==> src/rtl/button_event_decoder.sv <==
`default_nettype none
// ============================================================================
// Module      : button_event_decoder
// Description : Turns a debounced, clock-synchronous button level into
//               single-cycle user-intent pulses: press, release, short press,
//               long press, auto-repeat while held and double click.
// Revision    : 1.0 - initial release
// ============================================================================
module button_event_decoder #(
    parameter int LONG_CYC   = 50_000_000,
    parameter int DOUBLE_CYC = 12_500_000,
    parameter int REPEAT_CYC = 10_000_000,
    parameter int CNT_W      = 26
) (
    input  logic clk,
    input  logic rst_n,
    input  logic en,
    input  logic level,
    output logic press_pulse,
    output logic release_pulse,
    output logic short_press,
    output logic long_press,
    output logic repeat_pulse,
    output logic double_click,
    output logic busy
);

    // State encoding
    localparam logic [2:0] c_ST_IDLE      = 3'd0;
    localparam logic [2:0] c_ST_PRESSED1  = 3'd1;
    localparam logic [2:0] c_ST_LONG_HELD = 3'd2;
    localparam logic [2:0] c_ST_WAIT2     = 3'd3;
    localparam logic [2:0] c_ST_PRESSED2  = 3'd4;

    // Terminal counts: the counter starts at 0 the edge a state is entered,
    // so the last count value of an N-cycle interval is N-1.
    localparam logic [CNT_W-1:0] c_LONG_LAST   = CNT_W'(LONG_CYC - 1);
    localparam logic [CNT_W-1:0] c_DOUBLE_LAST = CNT_W'(DOUBLE_CYC - 1);
    localparam logic [CNT_W-1:0] c_REPEAT_LAST = CNT_W'(REPEAT_CYC - 1);
    localparam logic [CNT_W-1:0] c_CNT_ZERO    = '0;
    localparam logic [CNT_W-1:0] c_CNT_ONE     = CNT_W'(1);

    logic             r_level_q;
    logic [2:0]       r_state;
    logic [CNT_W-1:0] r_cnt;

    logic             r_press;
    logic             r_release;
    logic             r_short;
    logic             r_long;
    logic             r_repeat;
    logic             r_double;

    logic             w_rise;
    logic             w_fall;
    logic [2:0]       w_state_nxt;
    logic [CNT_W-1:0] w_cnt_nxt;
    logic             w_press;
    logic             w_release;
    logic             w_short;
    logic             w_long;
    logic             w_repeat;
    logic             w_double;

    assign w_rise = level & ~r_level_q;
    assign w_fall = ~level & r_level_q;

    // Next-state, counter and event decode for one clock edge
    always_comb begin
        w_state_nxt = r_state;
        w_cnt_nxt   = r_cnt;
        w_press     = 1'b0;
        w_release   = 1'b0;
        w_short     = 1'b0;
        w_long      = 1'b0;
        w_repeat    = 1'b0;
        w_double    = 1'b0;

        if (!en) begin
            // Disabled: drop whatever was in flight without emitting anything
            w_state_nxt = c_ST_IDLE;
            w_cnt_nxt   = c_CNT_ZERO;
        end else begin
            case (r_state)
                c_ST_IDLE: begin
                    w_cnt_nxt = c_CNT_ZERO;
                    // A fall here (e.g. button held through reset) is ignored
                    if (w_rise) begin
                        w_state_nxt = c_ST_PRESSED1;
                        w_press     = 1'b1;
                    end
                end
                c_ST_PRESSED1: begin
                    // Fall wins over long expiry on the same edge: short press
                    if (w_fall) begin
                        w_state_nxt = c_ST_WAIT2;
                        w_cnt_nxt   = c_CNT_ZERO;
                        w_release   = 1'b1;
                    end else if (r_cnt == c_LONG_LAST) begin
                        w_state_nxt = c_ST_LONG_HELD;
                        w_cnt_nxt   = c_CNT_ZERO;
                        w_long      = 1'b1;
                    end else begin
                        w_cnt_nxt   = r_cnt + c_CNT_ONE;
                    end
                end
                c_ST_LONG_HELD: begin
                    if (w_fall) begin
                        w_state_nxt = c_ST_IDLE;
                        w_cnt_nxt   = c_CNT_ZERO;
                        w_release   = 1'b1;
                    end else if (r_cnt == c_REPEAT_LAST) begin
                        w_cnt_nxt   = c_CNT_ZERO;
                        w_repeat    = 1'b1;
                    end else begin
                        w_cnt_nxt   = r_cnt + c_CNT_ONE;
                    end
                end
                c_ST_WAIT2: begin
                    // A second press wins over window expiry on the same edge
                    if (w_rise) begin
                        w_state_nxt = c_ST_PRESSED2;
                        w_cnt_nxt   = c_CNT_ZERO;
                        w_press     = 1'b1;
                        w_double    = 1'b1;
                    end else if (r_cnt == c_DOUBLE_LAST) begin
                        w_state_nxt = c_ST_IDLE;
                        w_cnt_nxt   = c_CNT_ZERO;
                        w_short     = 1'b1;
                    end else begin
                        w_cnt_nxt   = r_cnt + c_CNT_ONE;
                    end
                end
                c_ST_PRESSED2: begin
                    // No long/repeat tracking on the second press of a double
                    w_cnt_nxt = c_CNT_ZERO;
                    if (w_fall) begin
                        w_state_nxt = c_ST_IDLE;
                        w_release   = 1'b1;
                    end
                end
                default: begin
                    w_state_nxt = c_ST_IDLE;
                    w_cnt_nxt   = c_CNT_ZERO;
                end
            endcase
        end
    end

    // Level history: resets high so a button held through reset is not a press
    always_ff @(posedge clk or negedge rst_n) begin
        if (!rst_n) begin
            r_level_q <= 1'b1;
        end else begin
            r_level_q <= level;
        end
    end

    // State, counter and registered event pulses
    always_ff @(posedge clk or negedge rst_n) begin
        if (!rst_n) begin
            r_state   <= c_ST_IDLE;
            r_cnt     <= c_CNT_ZERO;
            r_press   <= 1'b0;
            r_release <= 1'b0;
            r_short   <= 1'b0;
            r_long    <= 1'b0;
            r_repeat  <= 1'b0;
            r_double  <= 1'b0;
        end else begin
            r_state   <= w_state_nxt;
            r_cnt     <= w_cnt_nxt;
            r_press   <= w_press;
            r_release <= w_release;
            r_short   <= w_short;
            r_long    <= w_long;
            r_repeat  <= w_repeat;
            r_double  <= w_double;
        end
    end

    assign press_pulse   = r_press;
    assign release_pulse = r_release;
    assign short_press   = r_short;
    assign long_press    = r_long;
    assign repeat_pulse  = r_repeat;
    assign double_click  = r_double;
    assign busy          = (r_state != c_ST_IDLE);

endmodule
`default_nettype wire

==> config.mk <==
export PLATFORM = sky130hd
export DESIGN_NAME = button_event_decoder
export DESIGN_NICKNAME = d
export VERILOG_FILES = /design/src/rtl/button_event_decoder.sv
export SDC_FILE = /design/constraint.sdc
export NUM_CORES = 1
export LEC_CHECK = 0
export CAP_MARGIN = 20
export CORE_MARGIN = 3
export CORE_UTILIZATION = 55
export DETAILED_ROUTE_END_ITERATION = 6
export PLACE_DENSITY = 0.81
export RECOVER_POWER = 100
export SLEW_MARGIN = 20
export SYNTH_ARGS = -nofsm -noshare
export SYNTH_HDL_FRONTEND = slang
export SYNTH_SLANG_ARGS = --single-unit
==> constraint.sdc <==
create_clock -name clk -period 3 [get_ports clk]
set_input_delay 0.3 -clock clk [delete_from_list [all_inputs] [get_ports clk]]
set_output_delay 0.3 -clock clk [all_outputs]
set_load 0.01 [all_outputs]
Yosys cells after proc, flatten, opt, wreduce, memory -nomap -nowiden
Cells that the tools add are included.
{"block": "word_totals", "memories": 0, "in_bits": 4, "latchBits": 0, "ram_bits": 0, "word_cells": 67, "regBits": 36, "romBits": 0}
{"block": "op_classes", "n_shift": 0, "mux": 36, "n_eq_ne": 11, "addsub": 1, "n_mul": 0, "reduce_logical": 6, "n_bitwise": 4, "magnitude_cmp": 0, "div_mod_pow": 0}
{"operator": "$mux 26", "count": 7}
{"operator": "$pmux 26 s3", "count": 1}
{"operator": "$eq 26x24->1 const B", "count": 2}
{"operator": "$add 26x1->26 const B", "count": 1}
{"operator": "$eq 26x26->1 const B", "count": 1}
{"operator": "$mux 3", "count": 7}
{"operator": "$mux 1", "count": 20}
{"operator": "$pmux 3 s4", "count": 1}
{"operator": "$ne 4x4->1 const B", "count": 2}
{"operator": "$eq 3x2->1 const B", "count": 2}
{"operator": "$reduce_and 4->1", "count": 1}
{"operator": "$reduce_or 2->1", "count": 2}
{"operator": "$eq 3x1->1 const B", "count": 1}
{"operator": "$eq 3x3->1 const B", "count": 1}
{"operator": "$logic_not 3->1", "count": 1}
{"operator": "$ne 3x2->1 const B", "count": 1}
{"operator": "$ne 3x3->1 const B", "count": 1}
{"operator": "$reduce_bool 3->1", "count": 1}
{"operator": "$reduce_or 3->1", "count": 1}
{"operator": "$and 1x1->1", "count": 2}
{"operator": "$not 1->1", "count": 2}

Depth between registers and ports, before layout
{"block": "depth", "depth_word": 5, "ltp_mapped": 7, "ltp_nobuf": 6}

Worst setup path before layout
Ideal clock, no wire load.
{"block": "synth_timing", "path_kind": "register to register", "start": "register r_cnt[0]", "end": "register r_cnt[17]", "setup_ns": 0.119, "arrival_ns": 1.938, "path_stages_with_launch": 8, "setup_slack_ns": 0.943, "synth_period_minus_slack_ns": 2.057, "path_cell_list": "dfrtp_1 -> ha_1 -> nand4_4 -> nor4b_2 -> nand4_2 -> a221oi_4 -> buf_6 -> nor2_2"}
{"block": "synth_between", "elab_chain_len": 5, "elab_cells_between_ends": 12, "cone_classes": "add/sub: 1; eq/ne: 3; mux: 8"}
{"item": "start: declaration", "line_no": "45", "text": "logic [CNT_W-1:0] r_cnt;"}
{"item": "start signal: assignment", "line_no": "163", "text": "r_cnt <= c_CNT_ZERO;"}
{"item": "start signal: assignment", "line_no": "172", "text": "r_cnt <= w_cnt_nxt;"}
{"item": "$add 26x1->26, or another cell as far along", "line_no": "104, 116, 131"}
{"item": "$mux 26 (on tied branches)", "line_no": "126, 112, 99"}
{"item": "$mux 26 (on tied branches)", "line_no": "121, 108, 95"}
{"item": "$pmux 26 s3 *", "line_no": "84", "text": "case (r_state)"}
{"item": "$mux 26 *", "line_no": "79", "text": "if (!en) begin"}
{"item": "via w_cnt_nxt[17]", "line_no": "57", "text": "logic [CNT_W-1:0] w_cnt_nxt;"}
Mark *: on every way through the listed nets, which the timed path passes. The rest lies on a longest branch.
A chain may end at the register's enable or synchronous reset.

Worst setup path after layout
{"block": "layout_timing", "start": "register r_cnt[0]", "end": "register r_cnt[25]"}
Same word-level chain as after synthesis.

==> impl_metrics.csv <==
group,metric,value,unit
floorplanning,coreArea,3200,sq um
setup_path,path_cells,"ha_1 -> nand4_4 -> nor4b_1 -> nand4_2 -> a221oi_1 -> buf_4 -> nor2_1",
global_route,grt_pass1_vias,1405,
place,place_ws,0.587,ns
synth,yosysMostFrequentCell,"dfrtp_1",
synth,synth_nets,195,
finish,stdcell_count,248,
sta,timing.fmax,426,MHz
setup_path,crit_buf_inv,1,
sta,drv_slew,37,
sta,finalCriticalPeriod,2.35,ns
finish,layout.area.seq,902,sq um
run_status,status,"finished, violations left",
finish,diodes,0,
sta,final.setup.worst_slack,0.655,ns
finish,layout.nets,208,
clock_network,cts.clk_slew.worst_paths,0.12,ns
global_route,overflow,0,
setup_path,worst_setup_path_start_kind,"register",
synth,syn_inst,190,
global_route,grt_use_total,0.190,
sta,hold_violations,0,
global_route,grt_max_degree,37,
clock_network,cts.path.max_buffers,2,
setup_path,crit_fanout,26,
synth,yosysUniqueCellTypes,40,
floorplanning,die-width,65.4,microns
floorplanning,rows,20,
synth,synth_edf_count,0,
power,power.density,406,nW/um^2
synth,yosysTopAreaCell,"dfrtp_1",
sta,min_period_over_period,0.782,
setup_path,critPathArrivalTime,2.56,ns
setup_path,path_delay_family,"simple AND/OR/NAND/NOR gates",
drt,via_per_inst,5.67,
clock_network,cts_made_buffers,5,
drt,wl_per_cell,13.8,microns
clock_network,cts_resized,0,
setup_path,crit_type,"register to register",
synth,postSynthAreaPerCell,10.2,sq um
finish,finish.utilization,0.641,
place,portBuffers,10,
synth,ys_seq_elements,36,
clock_network,ctsRootBufferMaster,"clkbuf_4",
setup_path,critPathMaxStageDelay,0.42,ns
synth,synth.top_cell.area_share,0.451,
flow_run,max-cap-violations,1,
setup_path,cp.required,3.22,ns
finish,multiInputGateArea,912,sq um
floorplanning,pin_count,11,
setup_path,crit_slowest_cell,"dfrtp_1",
drt,dr.pass1.iters,4,
drt,via_count,1405,
place,hpwlAfterDp,2.47,mm
global_route,antenna_found_initial,0,
sta,grt_setup_unrepaired,"false",
clock_network,cts_tree,"yes",
setup_path,end_kind,"register",
clock_network,holdBufCountCts,0,
clock_network,cts_setup_buffers,0,
floorplanning,die_h,65.4,microns
clock_network,clk_latency,0.34,ns
synth,ys.flop_type,"dfrtp_1",
sta,setup_tns,0,ns
place,place_inst,240,
sta,tightestPinTransition,1.87,ns
run_status,violations,"max-capacitance violations, max-slew violations",
drt,ant_nets,0,
drt,drt_iter0_markers,50,
finish,area_growth,5.67,%
clock_network,htreeDepth,2,
finish,fillers,276,
global_route,grt_first_pass_wirelength,6.32,mm
drt,drcViolationCount,0,
sta,slew_headroom,-0.244,
synth,synth-seq-area-share,0.464,
sta,skew,0.0111,ns
synth,ys_warn_count,0,
synth,netlist_area,1940,sq um
finish,design_area,2050,sq um
clock_network,cts_sinks,36,
power,p_leak,0.819,nW
worst_hold_path,hp-class,"register to register",
floorplanning,dieArea,4280,sq um
sta,finalSetupViolCount,0,
floorplanning,start_util,0.607,
synth,ys_top_cells_by_area,"dfrtp_1 (45%), xnor2_1 (7.7%), nor2_2 (6.4%)",
drt,routed_wl,3.41,mm
synth,ys_async_sr_fraction,1.00,
finish,drive_gt1_frac,0.0882,
synth,synth_top_cells_by_count,"dfrtp_1 (35), nor2_2 (20), nor2_1 (17), xnor2_1 (17)",
place,place_area,2070,sq um
power,peakVddDrop,305,uV
place,place.gp.congestion,0.842,
placed cells by master, fill, tap and decap left out, drive strengths merged, types with 5 or more instances in the layout:
master,instances
dfrtp,35
dlygate4sd3,9
nand3,10
nor2,37
nand4,5
nand2,12
nor2b,5
xor2,8
xnor2,17
clkbuf,7
nor4,8
nor3,12
sequential cells by signal, indices dropped and copies added, names as in the netlist:
name,cells
r_cnt,26
r_state,3
short_press,1
long_press,1
r_level_q,1
press_pulse,1
repeat_pulse,1
double_click,1
release_pulse,1
per-layer routing:
metal	share of wire	vias up	routed length, microns	track usage
met5	0	-	0	0
met3	0.051	4	174	0.0547
met4	0.010	0	34	0.0518
met2	0.50	35	1690	0.312
li1	-	686	-	-
met1	0.44	680	1510	0.244
where the power goes:
part	switching [mW]	internal [mW]	total (mW)
clock network	0.160	0.112	0.272
registers	0.00924	0.492	0.501
logic	0.0382	0.0233	0.0615
total	0.208	0.627	0.834
logic make-up after synthesis:
kind of cell,synth area share
adders and majority gates,0.00644
and+or+nand+nor,0.343
AOI/OAI and AO/OA,0.0483
buffers and inverters,0.0258
DFF,0.464
xor gates and xnor gates,0.113
layout make-up:
type,instances,area share
clock buffers,6,0.0250
inverters,3,0.00548
flip-flops and latches,36,0.439
clock inverters,2,0.00488
well taps,44,0.0268
repair buffers,12,0.0542
multi-input cells,145,0.444
path summary, 6_finish.rpt:
kind / start / endpoint / slack (ns) / cells past startpoint
setup / recovery: r_cnt[0] / r_cnt[25] / 0.65 / 7
hold / removal: r_cnt[0] / r_cnt[0] / 0.51 / 1
setup reg to reg: r_cnt[0] / r_cnt[25] / 0.65 / 7
hold reg to reg: r_cnt[0] / r_cnt[0] / 0.51 / 1
max in group asynchronous: rst_n / r_state[2] / 0.93 / 2
min in group asynchronous: rst_n / r_cnt[2] / 1.00 / 2
stage by stage:
stage          hold slack [ns]  power [mW]
2_1_floorplan          0.00441       0.557
3_3_place_gp             0.484       0.581
3_5_place_dp             0.491       0.583
4_1_cts                  0.366       0.855
5_1_grt                  0.534       0.878
6_report                 0.506       0.834
worst register-to-register path, cell delays in order (launching register included):
cell and delay (ns):
dfrtp_1 0.42, ha_1 0.27, nand4_4 0.18, nor4b_1 0.39, nand4_2 0.20, a221oi_1 0.33, buf_4 0.33, nor2_1 0.11
(Power assumes the default switching activity.)
